[config.mk]
export PLATFORM = sky130hd
export DESIGN_NAME = irq_controller
export DESIGN_NICKNAME = d
export VERILOG_FILES = /design/src/rtl/irq_controller.sv
export SDC_FILE = /design/constraint.sdc
export NUM_CORES = 1
export LEC_CHECK = 0
export ABC_AREA = 1
export CORE_MARGIN = 1
export CORE_UTILIZATION = 44
export DETAILED_ROUTE_END_ITERATION = 16
export PLACE_DENSITY = 0.88
export SYNTH_ARGS = -nofsm -noshare
export SYNTH_HDL_FRONTEND = slang
export SYNTH_SLANG_ARGS = --single-unit
[constraint.sdc]
create_clock -name clk_i -period 1.9 [get_ports clk_i]
set_input_delay 0.19 -clock clk_i [delete_from_list [all_inputs] [get_ports clk_i]]
set_output_delay 0.19 -clock clk_i [all_outputs]
set_load 0.02 [all_outputs]
[src/rtl/irq_controller.sv]
// Interrupt controller: latches up to 16 request lines into PENDING, gates them with MASK,
// and presents the enabled vector plus the lowest-index (highest-priority) ID to the CPU.
module irq_controller #(
  parameter int unsigned NUM_SRC    = 16,
  parameter logic [15:0] EDGE_MASK  = 16'hFFFF,
  parameter logic [15:0] MASK_RESET = 16'h0000
) (
  input  logic        clk_i,
  input  logic        rst_ni,
  input  logic [15:0] src_i,
  input  logic [3:0]  reg_wen_i,
  input  logic [1:0]  reg_waddr_i,
  input  logic [31:0] reg_wdata_i,
  input  logic        reg_ren_i,
  input  logic [1:0]  reg_raddr_i,
  output logic [31:0] reg_rdata_o,
  input  logic        ack_i,
  input  logic [3:0]  ack_id_i,
  output logic [15:0] interrupts_o,
  output logic        irq_valid_o,
  output logic [3:0]  irq_id_o
);

  localparam logic [1:0] AddrPending = 2'd0;
  localparam logic [1:0] AddrMask    = 2'd1;
  localparam logic [1:0] AddrSwset   = 2'd2;
  localparam logic [1:0] AddrStatus  = 2'd3;

  // Bits at or above NUM_SRC are forced to zero in every register.
  localparam logic [16:0] ImplMaskW = (17'd1 << NUM_SRC) - 17'd1;
  localparam logic [15:0] ImplMask  = ImplMaskW[15:0];

  logic [15:0] pending_q, pending_d;
  logic [15:0] mask_q, mask_d;
  logic [15:0] src_prev_q;
  logic [31:0] rdata_q, rdata_d;

  logic [15:0] lane_en;
  logic [15:0] wbits;
  logic [15:0] hw_set;
  logic [15:0] sw_set;
  logic [15:0] w1c_clr;
  logic [15:0] ack_clr;
  logic [15:0] irq_vec;
  logic [3:0]  irq_id;

  // Upper byte lanes and upper write data carry nothing in this block.
  logic unused_upper;
  assign unused_upper = ^{reg_wdata_i[31:16], reg_wen_i[3:2]};

  assign lane_en = {{8{reg_wen_i[1]}}, {8{reg_wen_i[0]}}};
  assign wbits   = reg_wdata_i[15:0] & lane_en & ImplMask;

  always_comb begin
    hw_set = ((src_i & ~src_prev_q & EDGE_MASK) | (src_i & ~EDGE_MASK)) & ImplMask;
  end

  always_comb begin
    sw_set  = '0;
    w1c_clr = '0;
    unique case (reg_waddr_i)
      AddrPending: w1c_clr = wbits;
      AddrSwset:   sw_set  = wbits;
      default: ;
    endcase
  end

  always_comb begin
    ack_clr = '0;
    if (ack_i && (32'(ack_id_i) < NUM_SRC)) begin
      ack_clr[ack_id_i] = 1'b1;
    end
  end

  // Sets dominate clears so a request arriving alongside an ack or W1C is never dropped.
  always_comb begin
    pending_d = ((pending_q & ~(w1c_clr | ack_clr)) | hw_set | sw_set) & ImplMask;
  end

  always_comb begin
    mask_d = mask_q;
    if (reg_waddr_i == AddrMask) begin
      mask_d = ((mask_q & ~lane_en) | (reg_wdata_i[15:0] & lane_en)) & ImplMask;
    end
  end

  assign irq_vec = pending_q & mask_q;

  always_comb begin
    irq_id = 4'd0;
    for (int i = 15; i >= 0; i--) begin
      if (irq_vec[i]) begin
        irq_id = i[3:0];
      end
    end
  end

  always_comb begin
    rdata_d = rdata_q;
    if (reg_ren_i) begin
      unique case (reg_raddr_i)
        AddrPending: rdata_d = {16'h0000, pending_q};
        AddrMask:    rdata_d = {16'h0000, mask_q};
        AddrSwset:   rdata_d = 32'h0000_0000;
        AddrStatus:  rdata_d = {15'd0, |irq_vec, 12'd0, irq_id};
        default:     rdata_d = 32'h0000_0000;
      endcase
    end
  end

  always_ff @(posedge clk_i or negedge rst_ni) begin
    if (!rst_ni) begin
      pending_q  <= '0;
      mask_q     <= MASK_RESET & ImplMask;
      src_prev_q <= '0;
      rdata_q    <= '0;
    end else begin
      pending_q  <= pending_d;
      mask_q     <= mask_d;
      src_prev_q <= src_i & ImplMask;
      rdata_q    <= rdata_d;
    end
  end

  assign interrupts_o = irq_vec;
  assign irq_valid_o  = |irq_vec;
  assign irq_id_o     = irq_id;
  assign reg_rdata_o  = rdata_q;

endmodule

==> metrics.md <==
| Metric | Value |
|---|---|
| Outcome | finished with violations |
| Failing checks | negative setup slack |
| Logic pwr share | 0.348 |
| CTS tree | done |
| Share of cells above drive strength 1 | 0.202 |
| Reg clk slew, reported paths | 80 ps |
| Final min period | 2340 ps |
| Vias | 3,260 |
| CP max FO | 2 |
| EDFF count, synth | 0 |
| RSZ-0062 raised after global routing | yes |
| Max VDD drop | 0.406 mV |
| Vias in the first global route | 3,134 |
| Number of synthesized register bits | 65 |
| Final setup margin | -443 ps |
| # Max-Cap Violations | 0 |
| Post-synthesis cell type count | 30 |
| Clk_lat worst skew | between 300 and 400 ps |
| Max Fclk | ~430 MHz |
| Clk buf depth | 2 |
| Final nets | 559 |
| Die area | ~7500 sq um |
| Internal Power | 3030 uW |
| PD cells | 954 nW/um^2 |
| Post-route DRC violation count | 0 |
| Setup_tns | -904 ps |
| Switching Share | 0.328 |
| CTS root buf | clkbuf_8 |
| Die Wd | 86.6 um |
| Placed Cells | 572 |
| Asr flop ratio synth | 1.00 |
| Initial antenna violation count | 0 |
| Area of the mapped netlist | 3150 sq um |
| DR vias/cell | between 5 and 6 |
| Fillers | 506 |
| Yosys warns | 0 |
| Part of the power in registers | 0.371 |
| Initial DRC Count | between 200 and 300 |
| Worst EP required | ~1700 ps |
| Final core occ | 0.687 |
| Hold WC Path Type | primary input to asynchronous set/reset pin |
| Overall global routing resource usage | 0.269 |
| Clock power frac | 0.281 |
| Leakage | 0.00222 uW |
| NetSw | around 1500 uW |
| Most common flop cell mapped by yosys | dfrtp_1 |
| Detailed placer's ending HPWL | 7.06 mm |
| Cells after synthesis | 355 |
| Ports | 117 |
| Crit. End Element | output port |
| Footprint of the multi-input gates | 1320 sq um |
| Row cnt | 30 |
| First-pass GRT wire length | 15.2 mm |
| Cts bufs inserted | 9 |
| Clock skew | 12.1 ps |
| WS Path Type | flip-flop to output port |
| Syn Area/Cell | roughly 8.9 sq um |
| Non-Filler Instances | 596 |
| Initial Util | 0.458 |
| Arr. time, crit path | 2150 ps |
| Period utilization | 1.23 |
| Wire length per cell | 16.9 um |
| Largest net degree at the start of global routing | 49 |
| Reg area | 1630 sq um |
| Drt first pass iters | 5 |
| Slew Limit Fails | 0 |
| # diodes | 0 |
| Gpl congestion | around 0.87 |
| H-tree levels | 3 |
| Layout area overhead | 49.9% |
| Final wirelength | 10.1 mm |
| Sequential fraction of the synthesis area | 0.517 |
| Count of input and output buffers | 83 |
| GR Overflow Total | 0 |
| Detail Route Antenna Nets | 0 |
| Crit start category | flip-flop |
| Setup violations, final | 4 |
| Die height | roughly 87 um |
| Final Hold Vio Count | 0 |
| Core area | 6870 sq um |
| TritonCTS sink count | 65 |
-- path summary, 6_finish.rpt --
| check | from | to | slack [ps] | cells past startpoint |
|---|---|---|---|---|
| worst max-delay path | pending_q[15] | irq_id_o[0] | -440 | 17 |
| min in group clk_i | src_i[11] | src_prev_q[11] | 310 | 1 |
| worst min-delay path | rst_ni | reg_rdata_o[14] | 310 | 2 |
| worst min register to register | src_prev_q[8] | pending_q[8] | 440 | 1 |
| worst max register to register | pending_q[15] | reg_rdata_o[1] | 50 | 12 |
| max in group asynchronous | rst_ni | pending_q[7] | 990 | 3 |
-- critical path, stage by stage (launching register included) --
cell	delay, ps
dfrtp_1	390
nand2_2	80
inv_2	70
nand2_2	40
nand2_1	70
nand2_1	60
nand2_1	90
nand2_1	70
nand2_1	90
nand2_1	80
nand2_1	110
nand2_2	70
nand2_1	100
nand2_1	60
nand2_1	90
nand2_2	70
a21oi_2	140
buf_6	130
-- logic make-up (layout without fill, tap and decap cells) --
logic type      after synthesis  after routing  synth area share
buf+inv                      69            200             0.101
other cells                   1             15           0.00119
compound gates               66             66             0.142
simple gates                138            138             0.182
mux                          16             16            0.0572
flops                        65             65             0.517
-- power by group through the flow --
stage,Sequential (uW),Clock [uW],Combinational [uW]
6_report,1670,1260,1570
5_1_grt,1680,1350,1650
4_1_cts,1660,1260,1410
3_5_place_dp,1680,0,1370
3_3_place_gp,1670,0,1340
2_1_floorplan,1720,0,590
-- Yosys cell counts, types with 2 or more instances --
library cell	number	share of area
a31oi_1	2	0.0040
inv_2	2	0.0024
o211ai_1	6	0.014
buf_2	2	0.0032
buf_4	15	0.036
nand2_2	2	0.0040
nand2_1	73	0.087
mux2_1	9	0.032
nand3_1	29	0.046
clkbuf_1	8	0.0095
inv_1	40	0.048
mux2_2	7	0.025
nor3_1	2	0.0032
a221oi_1	3	0.0083
a21oi_1	29	0.046
o311ai_1	7	0.019
o311ai_0	3	0.0083
clkinv_1	2	0.0024
dfrtp_1	65	0.52
o221ai_1	10	0.028
nor2_1	30	0.036
-- area by class of cell --
cell class,instances,share of cell area
Clock buffer,13,0.0294
Clock inverter,3,0.0138
Inverter,44,0.0350
Multi-Input combinational cell,235,0.280
Sequential cell,65,0.345
Tap cell,96,0.0255
Timing Repair Buffer,140,0.272
-- per-stage QoR --
stage	cell area, sq um	setup slack (ps)	hold WS (ps)	total power (uW)
floorplan	3200	256	-106	2310
global placement	4370	-114	135	3010
detailed placement	4370	-233	138	3060
CTS	4610	-263	311	4340
global route	4720	-519	310	4680
finish	4720	-443	312	4500
-- what timing repair did --
| item | 4_1_cts | 5_1_grt |
|---|---|---|
| hold buffers | 1 | 0 |
| setup buffers | 5 | 5 |
| resized for setup | 26 | 25 |
| hold endpoints to repair | 17 | 0 |
| setup endpoints to repair | 5 | 7 |
| pin swaps | 3 | 14 |
-- routing by layer --
layer,up-vias,global-route usage,wire (um)
met2,202,0.429,4740
met3,42,0.0724,797
met4,0,0.136,337
met5,-,0,0
met1,1574,0.340,4220
li1,1442,-,-
-- cells in the final DEF (no fill, tap or decap), types with 9 or more instances in the layout --
cell type	netlist	final
clkdlybuf4s50_1	0	75
nand2_1	73	67
dfrtp_1	65	65
buf_4	15	54
inv_1	40	40
nand3_1	29	29
nor2_1	30	27
a21oi_1	29	27
conb_1	1	15
o221ai_1	10	10
mux2_1	9	9
clkbuf_8	0	9
Note: power is estimated with default switching activity, not from simulation.
